--- src/rtl/if_id_queue.sv ---
// Fetch-to-decode decoupling queue: an in-order circular buffer of {pc, inst}
// pairs with valid/ready handshakes on both sides and a single-cycle flush.
module if_id_queue #(
    parameter int XLEN  = 32,
    parameter int DEPTH = 2
) (
    input  logic                       clk,
    input  logic                       rst,
    input  logic                       flush,
    input  logic                       in_valid,
    output logic                       in_ready,
    input  logic [XLEN-1:0]            in_pc,
    input  logic [31:0]                in_inst,
    output logic                       out_valid,
    input  logic                       out_ready,
    output logic [XLEN-1:0]            out_pc,
    output logic [31:0]                out_inst,
    output logic [$clog2(DEPTH):0]     count
);

    localparam int PTR_W = $clog2(DEPTH);
    localparam int CNT_W = PTR_W + 1;

    typedef struct packed {
        logic [XLEN-1:0] pc;
        logic [31:0]     inst;
    } entry_t;

    entry_t             entry_q [DEPTH];
    logic [PTR_W-1:0]   wr_ptr;
    logic [PTR_W-1:0]   rd_ptr;
    logic               push;
    logic               pop;
    logic               full;
    logic               empty;

    assign full  = (count == CNT_W'(DEPTH));
    assign empty = (count == '0);

    // Ready is built only from registered state plus rst/flush, so fetch never
    // sees a combinational path from the decode side's out_ready.
    assign in_ready  = !rst && !flush && !full;
    assign out_valid = !flush && !empty;
    assign push      = in_valid && in_ready;
    assign pop       = out_valid && out_ready;

    // No bypass: a pair pushed into an empty queue shows up one cycle later.
    assign out_pc   = entry_q[rd_ptr].pc;
    assign out_inst = entry_q[rd_ptr].inst;

    // NOTE: all sequential state uses non-blocking assignments so every
    // register samples pre-edge values regardless of statement order.
    always_ff @(posedge clk) begin
        if (rst) begin
            wr_ptr <= '0;
            rd_ptr <= '0;
            count  <= '0;
        end else if (flush) begin
            wr_ptr <= '0;
            rd_ptr <= '0;
            count  <= '0;
        end else begin
            if (push) wr_ptr <= wr_ptr + PTR_W'(1);
            if (pop)  rd_ptr <= rd_ptr + PTR_W'(1);
            if (push && !pop)      count <= count + CNT_W'(1);
            else if (pop && !push) count <= count - CNT_W'(1);
        end
    end

    // NOTE: the storage array is reset on purpose so out_pc/out_inst read 0
    // after reset; flush leaves contents alone because they are don't-care.
    always_ff @(posedge clk) begin
        if (rst) begin
            for (int i = 0; i < DEPTH; i++) entry_q[i] <= '0;
        end else if (push) begin
            entry_q[wr_ptr] <= '{pc: in_pc, inst: in_inst};
        end
    end

endmodule

--- config.mk ---
export PLATFORM = sky130hd
export DESIGN_NAME = if_id_queue
export DESIGN_NICKNAME = d
export VERILOG_FILES = /design/src/rtl/if_id_queue.sv
export SDC_FILE = /design/constraint.sdc
export NUM_CORES = 1
export LEC_CHECK = 0
export BUFFER_PORTS_ARGS = -buffer_cell sky130_fd_sc_hd__buf_2
export CORE_UTILIZATION = 54
export CTS_CLUSTER_DIAMETER = 30
export DETAILED_ROUTE_END_ITERATION = 8
export PLACE_DENSITY = 0.88
export SKIP_LAST_GASP = 1
export SYNTH_ARGS = -nofsm -noshare
export SYNTH_HDL_FRONTEND = slang
export SYNTH_SLANG_ARGS = --single-unit
--- constraint.sdc ---
create_clock -name clk -period 3.2 [get_ports clk]
set_clock_uncertainty 0.1 [all_clocks]
set_input_delay 0.48 -clock clk [delete_from_list [all_inputs] [get_ports clk]]
set_output_delay 0.48 -clock clk [all_outputs]
set_load 0.005 [all_outputs]
==> results.yml, run 1 <==
status:
  status: "complete, no violations"
die:
  die_w_um: 106
  rows: 37
  die_h_um: 106
  initial_core_util_pct: 56.2
  die_area_um2: 11300
  core_um2: 10500
  io_pins: 137
clock_tree:
  cts_repair_resize_count: 0
  cts_sinks: 133
  clock_path_buffers: 2
  cts_tree: "done"
  cts_setup_buffers: 0
  cts.clk_slew.worst_paths_ns: 0.06
  hold_buffers: 0
  htree_num_levels: 4
  cts-root-buf: "clkbuf_8"
  clock_latency_ns: 0.51
  cts_made_buffers: 17
power:
  pwr-share-seq_pct: 49.1
  swShare_pct: 19.7
  internal-power_mw: 3.30
  combPwrFrac_pct: 6.3
  clkPwrFrac_pct: 44.5
  p_sw_mw: 0.808
  finalPower_mw: 4.11
  static-leakage-power_nw: 2.97
  vdd_ir_drop_max_v: 0.000309
  power_density_nw_per_um2: 574
yosys:
  synthFlopType: "edfxtp_1"
  synth_seq_area_share_pct: 67.1
  avgSynthCellArea_um2: 15.8
  synth_area_um2: 5880
  yosysTopAreaCell: "edfxtp_1"
  syn_inst: 372
  yosys-top-cells-count: "edfxtp_1, and2_1, mux2_2"
  synth_seq_cells: 133
  yosysWarnings: 0
  synth_edf_count: 128
  async_flop_share_pct: 0
  synthTopCellsByArea: "edfxtp_1, mux2_2, and2_1, dfxtp_1, and2_2"
  synth.most_common_cell: "edfxtp_1"
  synth_cell_types: 26
  synth_top_area_share_pct: 65.4
  synthesis.nets: 442
placement:
  hpwl_um: 6570
  placed_area_um2: 6610
  gp_congestion: 0.709
  io_buffer_count: 136
global_routing:
  track_usage_pct: 19.2
  use_met2_pct: 34.5
  grt_pass1_wl_um: 16000
  grt_max_degree: 65
  top_usage_layer: "met2"
  met1_usage_pct: 21.9
  overflow: 0
  antenna_found_initial: 1
  grt_pass1_vias: 3414
  use_met3_pct: 5.40
timing:
  tightestPinTransition_ns: 0.608
  fmax_mhz: 375
  period_share_pct: 83.3
  setup_viol: 0
  period_minus_slack_ns: 2.66
  slew_headroom_pct: 59.5
  hold_violations: 0
  tns_ns: 0
  rsz0062_at_grt: "false"
  slew_viol_final: 0
drt:
  ant_nets: 0
  dr_total_vias: 3345
  wirelength_um: 10500
  drc: 0
  drt-vias-per-instance: 5.08
  firstDrtPassIters: 4
  dr.first_iter.drc_count: 134
  wl_per_cell_um: 16.0
setup_path:
  reg2regPathDepth: 4
  cp-start-kind: "register"
  path_class: "register to primary output"
  r2r_setup_slack_ns: 1.18
  crit_path_end_kind: "primary output"
  slowest_stage: "dfxtp_2"
  critPathArrivalTime_ns: 2.08
  worst-path-max-fanout: 41
  slowest_delay_ns: 0.72
  rr_endpoint: "entry_q[1][56]"
  critPathCapture: "out_inst[9]"
  crit_chain: "buf_12 > mux2_2 > buf_2"
  crit_required_ns: 2.62
  reg2reg_from: "count[0]"
finish:
  fin_util_pct: 68.5
  n_antenna_cell: 0
  area_growth_pct: 21.9
  final_area_um2: 7170
  nets: 580
  drive_gt1_share_pct: 48.3
min_path:
  holdPathStages: 2
  hold_class: "input pin to register"
flow_run:
  cap_violations: 0
-- layout make-up --
cell class / count / area [µm²]
tap: 136 / 170
multi-input combinational: 216 / 1730
sequential: 133 / 3950
timing repair buffer: 141 / 756
clock buffer: 21 / 429
clock inverter: 10 / 133
inverter: 1 / 3.75
fill: 729 / 3290
-- power by group through the flow --
stage,sequential [mW],combinational [mW],clock [mW]
6_report,2.02,0.260,1.83
2_1_floorplan,2.05,0.136,0
3_3_place_gp,2.05,0.256,0
3_5_place_dp,2.06,0.263,0
4_1_cts,2.02,0.266,1.85
5_1_grt,2.03,0.285,1.92
-- flip-flops by register name, indices dropped and copies added, names as in the netlist, named ones only --
name	cells
rd_ptr	1
wr_ptr	1
count	2
entry_q	128
-- through the flow --
stage / instances / hold slack, ns / worst slack [ns]
6_report: 658 / 0.158 / 0.536
5_1_grt: 658 / 0.149 / 0.429
4_1_cts: 658 / 0.140 / 0.485
3_5_place_dp: 627 / 0.427 / 0.793
3_3_place_gp: 627 / 0.406 / 0.836
2_1_floorplan: 372 / 0.394 / 0.589
-- layout by cell type, fill, tap and decap left out, types with 2 or more instances in the layout --
master        n
clkinvlp_4    2
edfxtp_1    128
bufinv_16     3
o21ai_0       2
or2_4         2
dfxtp_1       4
buf_2       136
and2_2       13
buf_12        3
clkbuf_16    16
mux2_2       64
and2_1      115
clkbuf_1      4
clkinv_2      3
or3_1         2
xor2_1        2
buf_4         2
nor2_1        2
a21oi_1       4
-- kinds of logic after synthesis --
| kind of cell | after synthesis | share of synthesized area [%] |
|---|---|---|
| AND/OR/NAND/NOR | 141 | 15.7 |
| XOR/XNOR | 2 | 0.298 |
| multiplexers | 64 | 12.3 |
| flip-flops | 133 | 67.1 |
| AO/OA/AOI/OAI | 8 | 0.851 |
| adder cells (fa/ha/maj) | 1 | 0.213 |
| buffers and inverters | 23 | 3.57 |
-- layer usage --
layer	wire length, µm	part of all wire (%)
met3	570	5.4
met2	5660	54
met5	10	0.095
met1	4170	40
met4	132	1.3
-- critical path: cells and delay by family (launching register included) --
family | cells | cell delay, ns
buf+inv | 2 | 0.44
flops | 1 | 0.72
mux | 1 | 0.38
-- worst min path at each step --
stage,from,to,slack [ns]
after floorplan,count[1],count[1],0.39
after global placement,count[1],count[1],0.41
after detailed placement,count[1],count[1],0.43
after CTS,in_pc[28],entry_q[0][60],0.14
after global routing,in_inst[11],entry_q[0][11],0.15
final,in_pc[11],entry_q[0][43],0.16
Power figures use the tool's default switching activity.
==> run 2, diff against run 1 <==
--- a/config.mk
+++ b/config.mk
@@ -5,6 +5,7 @@
 export SDC_FILE = /design/constraint.sdc
 export NUM_CORES = 1
 export LEC_CHECK = 0
+export ABC_AREA = 1
 export BUFFER_PORTS_ARGS = -buffer_cell sky130_fd_sc_hd__buf_2
 export CORE_UTILIZATION = 54
 export CTS_CLUSTER_DIAMETER = 30
==> constraint.sdc (replaced) <==
create_clock -name clk -period 2.6 [get_ports clk]
set_clock_uncertainty 0.1 [all_clocks]
set_input_delay 0.39 -clock clk [delete_from_list [all_inputs] [get_ports clk]]
set_output_delay 0.39 -clock clk [all_outputs]
set_load 0.005 [all_outputs]
==> results.yml, run 2 <==
timing:
  period_share_pct: 87.3
  hold_violations: 0
  slew_viol_final: 0
  period_minus_slack_ns: 2.27
  slew_headroom_pct: 51.1
  setup_viol: 0
  rsz0062_at_grt: "false"
  fmax_mhz: 440
  tightestPinTransition_ns: 0.733
  tns_ns: 0
  layout_setup_ws_ns: 0.329
drt:
  drt-vias-per-instance: 4.85
  dr_total_vias: 3606
  ant_nets: 0
  wirelength_um: 10900
  wl_per_cell_um: 14.6
  drc: 0
  dr.first_iter.drc_count: 150
  firstDrtPassIters: 4
power:
  p_sw_mw: 1.09
  power_density_nw_per_um2: 678
  vdd_ir_drop_max_v: 0.000351
  clkPwrFrac_pct: 42.9
  pwr-share-seq_pct: 49.2
  internal-power_mw: 3.96
  static-leakage-power_nw: 3.24
  combPwrFrac_pct: 7.8
  swShare_pct: 21.5
flow_run:
  cap_violations: 0
setup_path:
  worst-path-max-fanout: 43
  cp-start-kind: "register"
  slowest_stage: "buf_4"
  crit_path_end_kind: "primary output"
  path_class: "register to primary output"
  crit_required_ns: 2.11
  reg2reg_from: "count[0]"
  crit_chain: "buf_4 > mux2_2 > buf_2"
  critPathArrivalTime_ns: 1.78
  slowest_delay_ns: 0.48
global_routing:
  grt_pass1_wl_um: 16900
  grt_max_degree: 66
  use_met2_pct: 34.4
  antenna_found_initial: 0
  use_met3_pct: 4.42
  top_usage_layer: "met2"
  track_usage_pct: 19.5
  grt_pass1_vias: 3657
  met1_usage_pct: 22.1
  overflow: 0
die:
  rows: 38
  die_area_um2: 11800
  die_w_um: 109
  io_pins: 137
  die_h_um: 109
  core_um2: 11000
  initial_core_util_pct: 56.0
placement:
  io_buffer_count: 136
  hpwl_um: 6700
  gp_congestion: 0.772
  place_ws_ns: 0.655
yosys:
  synth_seq_area_share_pct: 64.1
  synthesis.nets: 520
  avgSynthCellArea_um2: 13.7
  synthFlopType: "edfxtp_1"
  synth_seq_cells: 133
  synthTopCellsByArea: "edfxtp_1, mux2_2, nor2_4, nor2_1, inv_1"
  synth.most_common_cell: "edfxtp_1"
  synth_top_area_share_pct: 62.5
  synth_area_um2: 6150
  synth_cell_types: 19
  yosysTopAreaCell: "edfxtp_1"
  yosys-top-cells-count: "edfxtp_1, nor2_1, inv_1"
  async_flop_share_pct: 0
  syn_inst: 450
  yosysWarnings: 0
  synth_edf_count: 128
clock_tree:
  cts_tree: "done"
  cts-root-buf: "clkbuf_16"
  clock_path_buffers: 2
  cts_repair_resize_count: 0
  hold_buffers: 0
  cts_setup_buffers: 0
  htree_num_levels: 4
  cts_made_buffers: 17
  clock_latency_ns: 0.41
  cts_sinks: 133
  cts.clk_slew.worst_paths_ns: 0.06
finish:
  largest_reg_flops: 128
  area_growth_pct: 21.0
  fill_cells: 786
  final_cell_mix: "buf_2, edfxtp_1, nor2_1"
  drive_gt1_share_pct: 48.3
  n_antenna_cell: 0
  nets: 661
  top_regs: "entry_q: 128 flops, count: 2 flops"
  regMostFlops: "entry_q"
  seq_area_um2: 3950
  multi_input_area_um2: 1750
  final_common_cell: "buf_2"
min_path:
  hold_class: "input pin to register"
  hp-start: "rst"
status:
  status: "complete, no violations"
run 2: routing by layer:
metal  share of wire, %  up-vias
met5                  0        -
met4                2.3        0
met3                4.4       18
met2                 52      102
met1                 41     1717
li1                   -     1769
run 2: worst max-delay path, delay by kind of cell (launching register included):
kind	cells	cell delay, ns
buffers and inverters	2	0.61
muxes	1	0.42
DFF	1	0.32
run 2: power by group through the flow:
stage | Clock [mW] | Combinational [mW] | Sequential, mW
after CTS | 2.21 | 0.402 | 2.49
after detailed placement | 0 | 0.399 | 2.53
after floorplan | 0 | 0.239 | 2.52
after global placement | 0 | 0.389 | 2.52
after global routing | 2.29 | 0.435 | 2.49
final | 2.17 | 0.396 | 2.48
run 2: per-stage QoR:
stage / hold slack, ns / utilization, % / power [mW] / area (µm²) / instances
final: 0.182 / 67.8 / 5.05 / 7450 / 744
after global routing: 0.175 / 67.8 / 5.22 / 7450 / 744
after CTS: 0.164 / 67.8 / 5.10 / 7450 / 744
after detailed placement: 0.442 / 62.9 / 2.93 / 6910 / 712
after global placement: 0.428 / 62.9 / 2.91 / 6910 / 712
after floorplan: 0.413 / - / 2.76 / 6160 / 450
run 2: area by class of cell:
cell class / instances / area share (%)
inverters: 75 / 3.78
repair buffers: 143 / 10.2
clock buffers: 22 / 6.10
multi-input cells: 221 / 23.5
flip-flops and latches: 133 / 53.0
well taps: 140 / 2.35
clock inverters: 10 / 1.14
run 2: logic make-up (layout without fill, tap and decap cells):
family / after synthesis / after routing / share of synthesized area, %
AOI/OAI and AO/OA: 4 / 4 / 0.325
DFF: 133 / 133 / 64.1
and+or+nand+nor: 152 / 152 / 15.7
adders and majority gates: 1 / 1 / 0.203
buffers and inverters: 96 / 250 / 7.97
muxes: 64 / 64 / 11.7
run 2: path summary, 6_finish.rpt:
check	end	slack, ns	cells past startpoint
max reg2reg	entry_q[0][37]	0.76	7
min reg2reg	register	0.46	4
min	count[1]	0.18	4
max	out_pc[16]	0.33	3
